**config.mk**
```make
export PLATFORM = sky130hd
export DESIGN_NAME = bram_port_arbiter
export DESIGN_NICKNAME = d
export VERILOG_FILES = /design/src/rtl/bram_arb_pkg.sv /design/src/rtl/bram_resp_slot.sv /design/src/rtl/bram_port_arbiter.sv
export SDC_FILE = /design/constraint.sdc
export NUM_CORES = 1
export LEC_CHECK = 0
export CAP_MARGIN = 20
export CORE_UTILIZATION = 34
export CTS_BUF_LIST = sky130_fd_sc_hd__clkbuf_16
export DETAILED_ROUTE_END_ITERATION = 7
export PLACE_DENSITY = 0.9
export SYNTH_ARGS = -nofsm -noshare
export SYNTH_HDL_FRONTEND = slang
export SYNTH_HIERARCHICAL = 1
export SYNTH_SLANG_ARGS = --single-unit
```
**constraint.sdc**
```tcl
create_clock -name clk -period 2.65 [get_ports clk]
set_input_delay 0.265 -clock clk [delete_from_list [all_inputs] [get_ports clk]]
set_output_delay 0.265 -clock clk [all_outputs]
set_load 0.005 [all_outputs]
```
**src/rtl/bram_arb_pkg.sv**
```systemverilog
// Shared constants for the two-client block-RAM port arbiter: request field
// offsets, client identifiers and the width of the optional grant counters.
package bram_arb_pkg;

    localparam int WR_BIT        = 0;
    localparam int DATA_LSB      = 1;
    localparam int DEFAULT_WIDTH = 8;
    localparam int ADDR_LSB      = DEFAULT_WIDTH + 1;
    localparam int STATS_W       = 16;

    localparam logic CLIENT0 = 1'b0;
    localparam logic CLIENT1 = 1'b1;

    // Address field offset for a non-default data width.
    function automatic int addr_lsb(input int width);
        return width + 1;
    endfunction

endpackage

```
**src/rtl/bram_resp_slot.sv**
```systemverilog
// One-entry response buffer for a single arbiter client. A new capture always
// wins over a drain in the same cycle.
module bram_resp_slot #(
    parameter int Width = 8
) (
    input  logic             clk,
    input  logic             resetn,
    input  logic             capture,
    input  logic [Width-1:0] capture_data,
    input  logic             resp_bp,
    output logic [Width-1:0] resp,
    output logic             resp_valid,
    output logic             slot_free
);

    logic [Width-1:0] data_reg;
    logic             valid_reg;

    always_ff @(posedge clk or negedge resetn) begin
        if (!resetn) begin
            data_reg  <= '0;
            valid_reg <= 1'b0;
        end else if (capture) begin
            data_reg  <= capture_data;
            valid_reg <= 1'b1;
        end else if (valid_reg && !resp_bp) begin
            valid_reg <= 1'b0;
        end
    end

    // Free when empty or being consumed this cycle, so back-to-back responses flow.
    assign slot_free  = ~valid_reg | ~resp_bp;
    assign resp       = data_reg;
    assign resp_valid = valid_reg;

endmodule

```
**src/rtl/bram_port_arbiter.sv**
```systemverilog
// Two-client round-robin arbiter in front of a single block-RAM port, with a
// per-client response slot. Define BRAM_PORT_ARBITER_STATS_EN for grant counters.
module bram_port_arbiter
    import bram_arb_pkg::*;
#(
    parameter int Width     = 8,
    parameter int AddrWidth = 8,
    parameter int ReqWidth  = Width + AddrWidth + 1
) (
    input  logic                clk,
    input  logic                resetn,
    input  logic [ReqWidth-1:0] c0_req,
    input  logic                c0_req_valid,
    output logic                c0_req_bp,
    output logic [Width-1:0]    c0_resp,
    output logic                c0_resp_valid,
    input  logic                c0_resp_bp,
    input  logic [ReqWidth-1:0] c1_req,
    input  logic                c1_req_valid,
    output logic                c1_req_bp,
    output logic [Width-1:0]    c1_resp,
    output logic                c1_resp_valid,
    input  logic                c1_resp_bp,
    output logic [ReqWidth-1:0] mem_req,
    output logic                mem_req_valid,
    input  logic                mem_req_bp,
    input  logic [Width-1:0]    mem_resp,
    input  logic                mem_resp_valid,
    output logic                mem_resp_bp
`ifdef BRAM_PORT_ARBITER_STATS_EN
    ,
    output logic [STATS_W-1:0]  c0_grant_count,
    output logic [STATS_W-1:0]  c1_grant_count
`endif
);

    logic [1:0]       req_valid;
    logic [1:0]       resp_bp;
    logic [1:0]       slot_free;
    logic [1:0]       resp_valid;
    logic [1:0]       elig;
    logic [1:0]       capture;
    logic [Width-1:0] resp_data [2];

    logic prio_reg;
    logic locked_reg;
    logic lock_id_reg;
    logic grant_any;
    logic grant_id;
    logic xfer;
    logic resp_valid_unused;

    assign req_valid = {c1_req_valid, c0_req_valid};
    assign resp_bp   = {c1_resp_bp, c0_resp_bp};
    assign elig      = req_valid & slot_free;

    // Responses arrive in the same cycle as the request, so mem_resp_valid adds nothing.
    assign resp_valid_unused = mem_resp_valid;

    always_comb begin
        grant_any = 1'b1;
        grant_id  = prio_reg;
        if (locked_reg) begin
            grant_id = lock_id_reg;
        end else if (elig == 2'b11) begin
            grant_id = prio_reg;
        end else if (elig[CLIENT0]) begin
            grant_id = CLIENT0;
        end else if (elig[CLIENT1]) begin
            grant_id = CLIENT1;
        end else begin
            grant_any = 1'b0;
        end
    end

    // Gating with resetn keeps the request side quiet while reset is held.
    assign mem_req_valid = resetn & grant_any & req_valid[grant_id];
    assign mem_req       = (grant_id == CLIENT1) ? c1_req : c0_req;
    assign mem_resp_bp   = ~slot_free[grant_id];
    assign xfer          = mem_req_valid & ~mem_req_bp;
    assign capture       = {xfer & (grant_id == CLIENT1), xfer & (grant_id == CLIENT0)};
    assign c0_req_bp     = ~capture[CLIENT0];
    assign c1_req_bp     = ~capture[CLIENT1];

    always_ff @(posedge clk or negedge resetn) begin
        if (!resetn) begin
            prio_reg    <= CLIENT0;
            locked_reg  <= 1'b0;
            lock_id_reg <= CLIENT0;
        end else if (xfer) begin
            prio_reg   <= ~grant_id;
            locked_reg <= 1'b0;
        end else if (mem_req_valid && !locked_reg) begin
            // Stalled by memory: freeze the grant until the request goes through.
            locked_reg  <= 1'b1;
            lock_id_reg <= grant_id;
        end
    end

    genvar gi;
    generate
        for (gi = 0; gi < 2; gi++) begin : g_slot
            bram_resp_slot #(
                .Width(Width)
            ) u_slot (
                .clk          (clk),
                .resetn       (resetn),
                .capture      (capture[gi]),
                .capture_data (mem_resp),
                .resp_bp      (resp_bp[gi]),
                .resp         (resp_data[gi]),
                .resp_valid   (resp_valid[gi]),
                .slot_free    (slot_free[gi])
            );
        end
    endgenerate

    assign c0_resp       = resp_data[CLIENT0];
    assign c1_resp       = resp_data[CLIENT1];
    assign c0_resp_valid = resp_valid[CLIENT0];
    assign c1_resp_valid = resp_valid[CLIENT1];

`ifdef BRAM_PORT_ARBITER_STATS_EN
    logic [STATS_W-1:0] grant_count_reg [2];

    generate
        for (gi = 0; gi < 2; gi++) begin : g_stats
            always_ff @(posedge clk or negedge resetn) begin
                if (!resetn) begin
                    grant_count_reg[gi] <= '0;
                end else if (capture[gi] && (grant_count_reg[gi] != '1)) begin
                    grant_count_reg[gi] <= grant_count_reg[gi] + 1'b1;
                end
            end
        end
    endgenerate

    assign c0_grant_count = grant_count_reg[CLIENT0];
    assign c1_grant_count = grant_count_reg[CLIENT1];
`endif

endmodule

```
==> reports/metrics.csv <==
metric,value,unit
Vias/cell,4.66,
power density of the placed cells,1010,mW/mm2
clock insertion delay at the later pin of the skew report,250,ps
antenna violations before repair,0,
unrepaired setup endpoints after global routing,no,
worst slew pin tran,467,ps
n_diodes,0,
Slew headroom,0.686,
Clock Skews,1.20,ps
number of global-route vias before repair,1176,
classification of the worst setup path,input port to output pin,
Syn-to-layout area delta,94.1,%
Setup TNS Final,0,ps
setup slack of the worst register-to-register path,570,ps
DRT Wirelength,3.60,mm
nets,276,
total clock buffers created by CTS,3,
XOR/XNOR Fraction of Synth Area,0,
"Min Clock Period, post-route",2540,ps
chip width,61.2,um
largest net degree at the start of global routing,22,
Synth Register Bits,21,
startpoint of the most critical register-to-register path,g_slot[1].u_slot/resp_valid,
first-pass GRT wire length,4.87,mm
first-iteration detailed-routing DRC count,28,
outcome,"finished, final reports clean",
Worst Setup End Kind,output pin,
Post-Synth Simple-Gate Area,0.205,
"most common cell after layout, fill and taps aside",clkdlybuf4s50_1,
core occupancy in the finished layout,0.693,
Worst R2R Path Depth,10,
netlist area before placement,0.00119,mm2
number of flip-flops in the largest register,16,
HPWL after DPL,2.82,mm
proportion of total power due to net switching,0.303,
reg-to-reg critical path endpoint,g_slot[1].u_slot/resp[2],
internal power component,1630,uW
sequential area share after synthesis,0.441,
endpoint required time on the critical path,2380,ps
number of cells in the design after placement,264,
number of distinct library cells after synthesis,21,
final setup vio count,0,
overflow left after global routing,0,
area share of fa/ha/maj cells after synthesis,0,
Hold/Removal Path Class,input port to asynchronous set/reset pin,
number of levels in the clock H-tree,1,
MaxCap Viol Count,0,
Final GP Congestion,0.793,
final hold violation count,0,
max-slew violation count,0,
Psw,710,uW
LEAKAGE,0.00108,uW
VDD IR-drop max,0.526,mV
area of the core,0.00334,mm2
share of total power in the clock network,0.129,
category of the worst setup path launch point,input port,
compound-cell area share of the yosys netlist,0.0840,
synthesis warning total,6,
"Data arrival, critical path",2280,ps
Initial Utilization,0.357,
detailed-route DRC error count,0,
multiplexer share of the synthesized area,0.228,
number of clock sinks,21,
crit-path max FO,4,
clock tree from TritonCTS,built,
total global-route track usage,0.178,
fin crit share,0.959,
number of search-and-repair iterations in the first detailed-routing pass,4,
combinational share of power,0.629,
DR vias,1263,
most frequent cells in the layout,"clkdlybuf4s50_1, nand2_1, dfrtp_1",
CTS clock-pin slew for the worst setup and hold paths,50,ps
CTS Root Buffer Type,clkbuf_16,
overall die height,61.2,um
Highest Clock Rate,394,MHz
die footprint,0.00374,mm2
Non-Filler Instances,271,
# rows,21,
# IOs,89,
proportion of power drawn by flip-flops and latches,0.242,
"Avg Cell Area, Syn",9.53,um2
post-synthesis instance total,125,
post-route ant nets,0,
main combinational cell family by area after synthesis,multiplexers,
net count after synthesis,175,
layout cells sized above 1,0.169,
post-DR wirelength/cell,13.3,um
maximum root-to-sink buffer count,2,
Buffers on Ports,87,
[critical path: stages]
cell and delay, ps:
clkdlybuf4s50_1 480, nand2_1 80, nand2_2 90, a31oi_1 110, buf_4 150, o31ai_4 170
buf_6 150, mux2i_2 240, clkdlybuf4s50_1 530
[synthesized netlist by cell type]
| cell | n | share of area |
|---|---|---|
| a31oi_1 | 1 | 0.0053 |
| a21o_2 | 2 | 0.015 |
| o31ai_4 | 1 | 0.018 |
| clkbuf_1 | 2 | 0.0063 |
| nand3_1 | 2 | 0.0084 |
| o21ai_0 | 1 | 0.0042 |
| mux2_4 | 16 | 0.20 |
| nand4_1 | 1 | 0.0053 |
| buf_2 | 1 | 0.0042 |
| nor2_1 | 1 | 0.0031 |
| dfrtp_1 | 21 | 0.44 |
| mux2i_1 | 2 | 0.017 |
| mux2_1 | 1 | 0.0095 |
| a21oi_1 | 5 | 0.021 |
| o31a_1 | 1 | 0.0074 |
| nand2_2 | 1 | 0.0053 |
| inv_1 | 4 | 0.013 |
| buf_6 | 2 | 0.019 |
| a41oi_1 | 1 | 0.0074 |
| nand2_1 | 58 | 0.18 |
| a211oi_1 | 1 | 0.0063 |
[power by group through the flow]
| stage | registers, uW | logic [uW] | clock network [uW] |
|---|---|---|---|
| after detailed placement | 563 | 1400 | 0 |
| after global placement | 564 | 1370 | 0 |
| final | 567 | 1470 | 303 |
| after floorplan | 567 | 571 | 0 |
| after global routing | 589 | 1600 | 328 |
| after CTS | 568 | 1410 | 311 |
[area by class of cell]
| class | instances | area, um2 |
|---|---|---|
| Clock buffer | 3 | 75.1 |
| Clock inverter | 1 | 3.75 |
| Fill cell | 269 | 1020 |
| Inverter | 4 | 15.0 |
| Multi-Input combinational cell | 95 | 619 |
| Sequential cell | 21 | 526 |
| Tap cell | 46 | 57.6 |
| Timing Repair Buffer | 101 | 1020 |
[worst max-delay path by stage]
stage / startpoint / end / slack, ps / cells after the start
detailed placement: c0_resp_bp / mem_req[16] / 60 / 10
floorplan: g_slot[0].u_slot/resp_valid / g_slot[0].u_slot/resp[0] / 640 / 9
global placement: c0_resp_bp / mem_req[15] / 90 / 10
global route: c0_resp_bp / mem_req_valid / 4 / 9
CTS: c0_resp_bp / mem_req[16] / 40 / 10
finish: c0_resp_bp / mem_req_valid / 110 / 9
[metal layers]
layer  share of wire  wire, um  GRT usage  vias up
li1                -         -          -      609
met1            0.38      1360      0.178      584
met2            0.48      1730      0.342       66
met3            0.14       493     0.0651        4
met4          0.0056        20     0.0487        0
met5               0         0          0        -
[through the flow]
| stage | total power [uW] | setup slack [ps] | hold slack (ps) | area [um2] |
|---|---|---|---|---|
| after floorplan | 1140 | 641 | -30.6 | 1190 |
| after global placement | 1940 | 88.4 | 490 | 2190 |
| after detailed placement | 1970 | 56.7 | 492 | 2190 |
| after CTS | 2290 | 44.7 | 404 | 2270 |
| after global routing | 2520 | 4.49 | 431 | 2310 |
| final | 2340 | 109 | 393 | 2310 |
[cell families (layout without fill, tap and decap cells)]
family | after synthesis | count (layout)
simple gates | 63 | 63
flops | 21 | 21
mux | 19 | 19
compound gates | 13 | 13
buf+inv | 9 | 109
[what timing repair did]
action / 4_1_cts / 5_1_grt
setup buffers: 0 / 2
hold buffers: 0 / 0
setup endpoints to repair: 0 / 14
resized for setup: 0 / 6
endpoints found under the hold margin: 0 / 0
No activity file was read; power rests on OpenSTA's default activity.
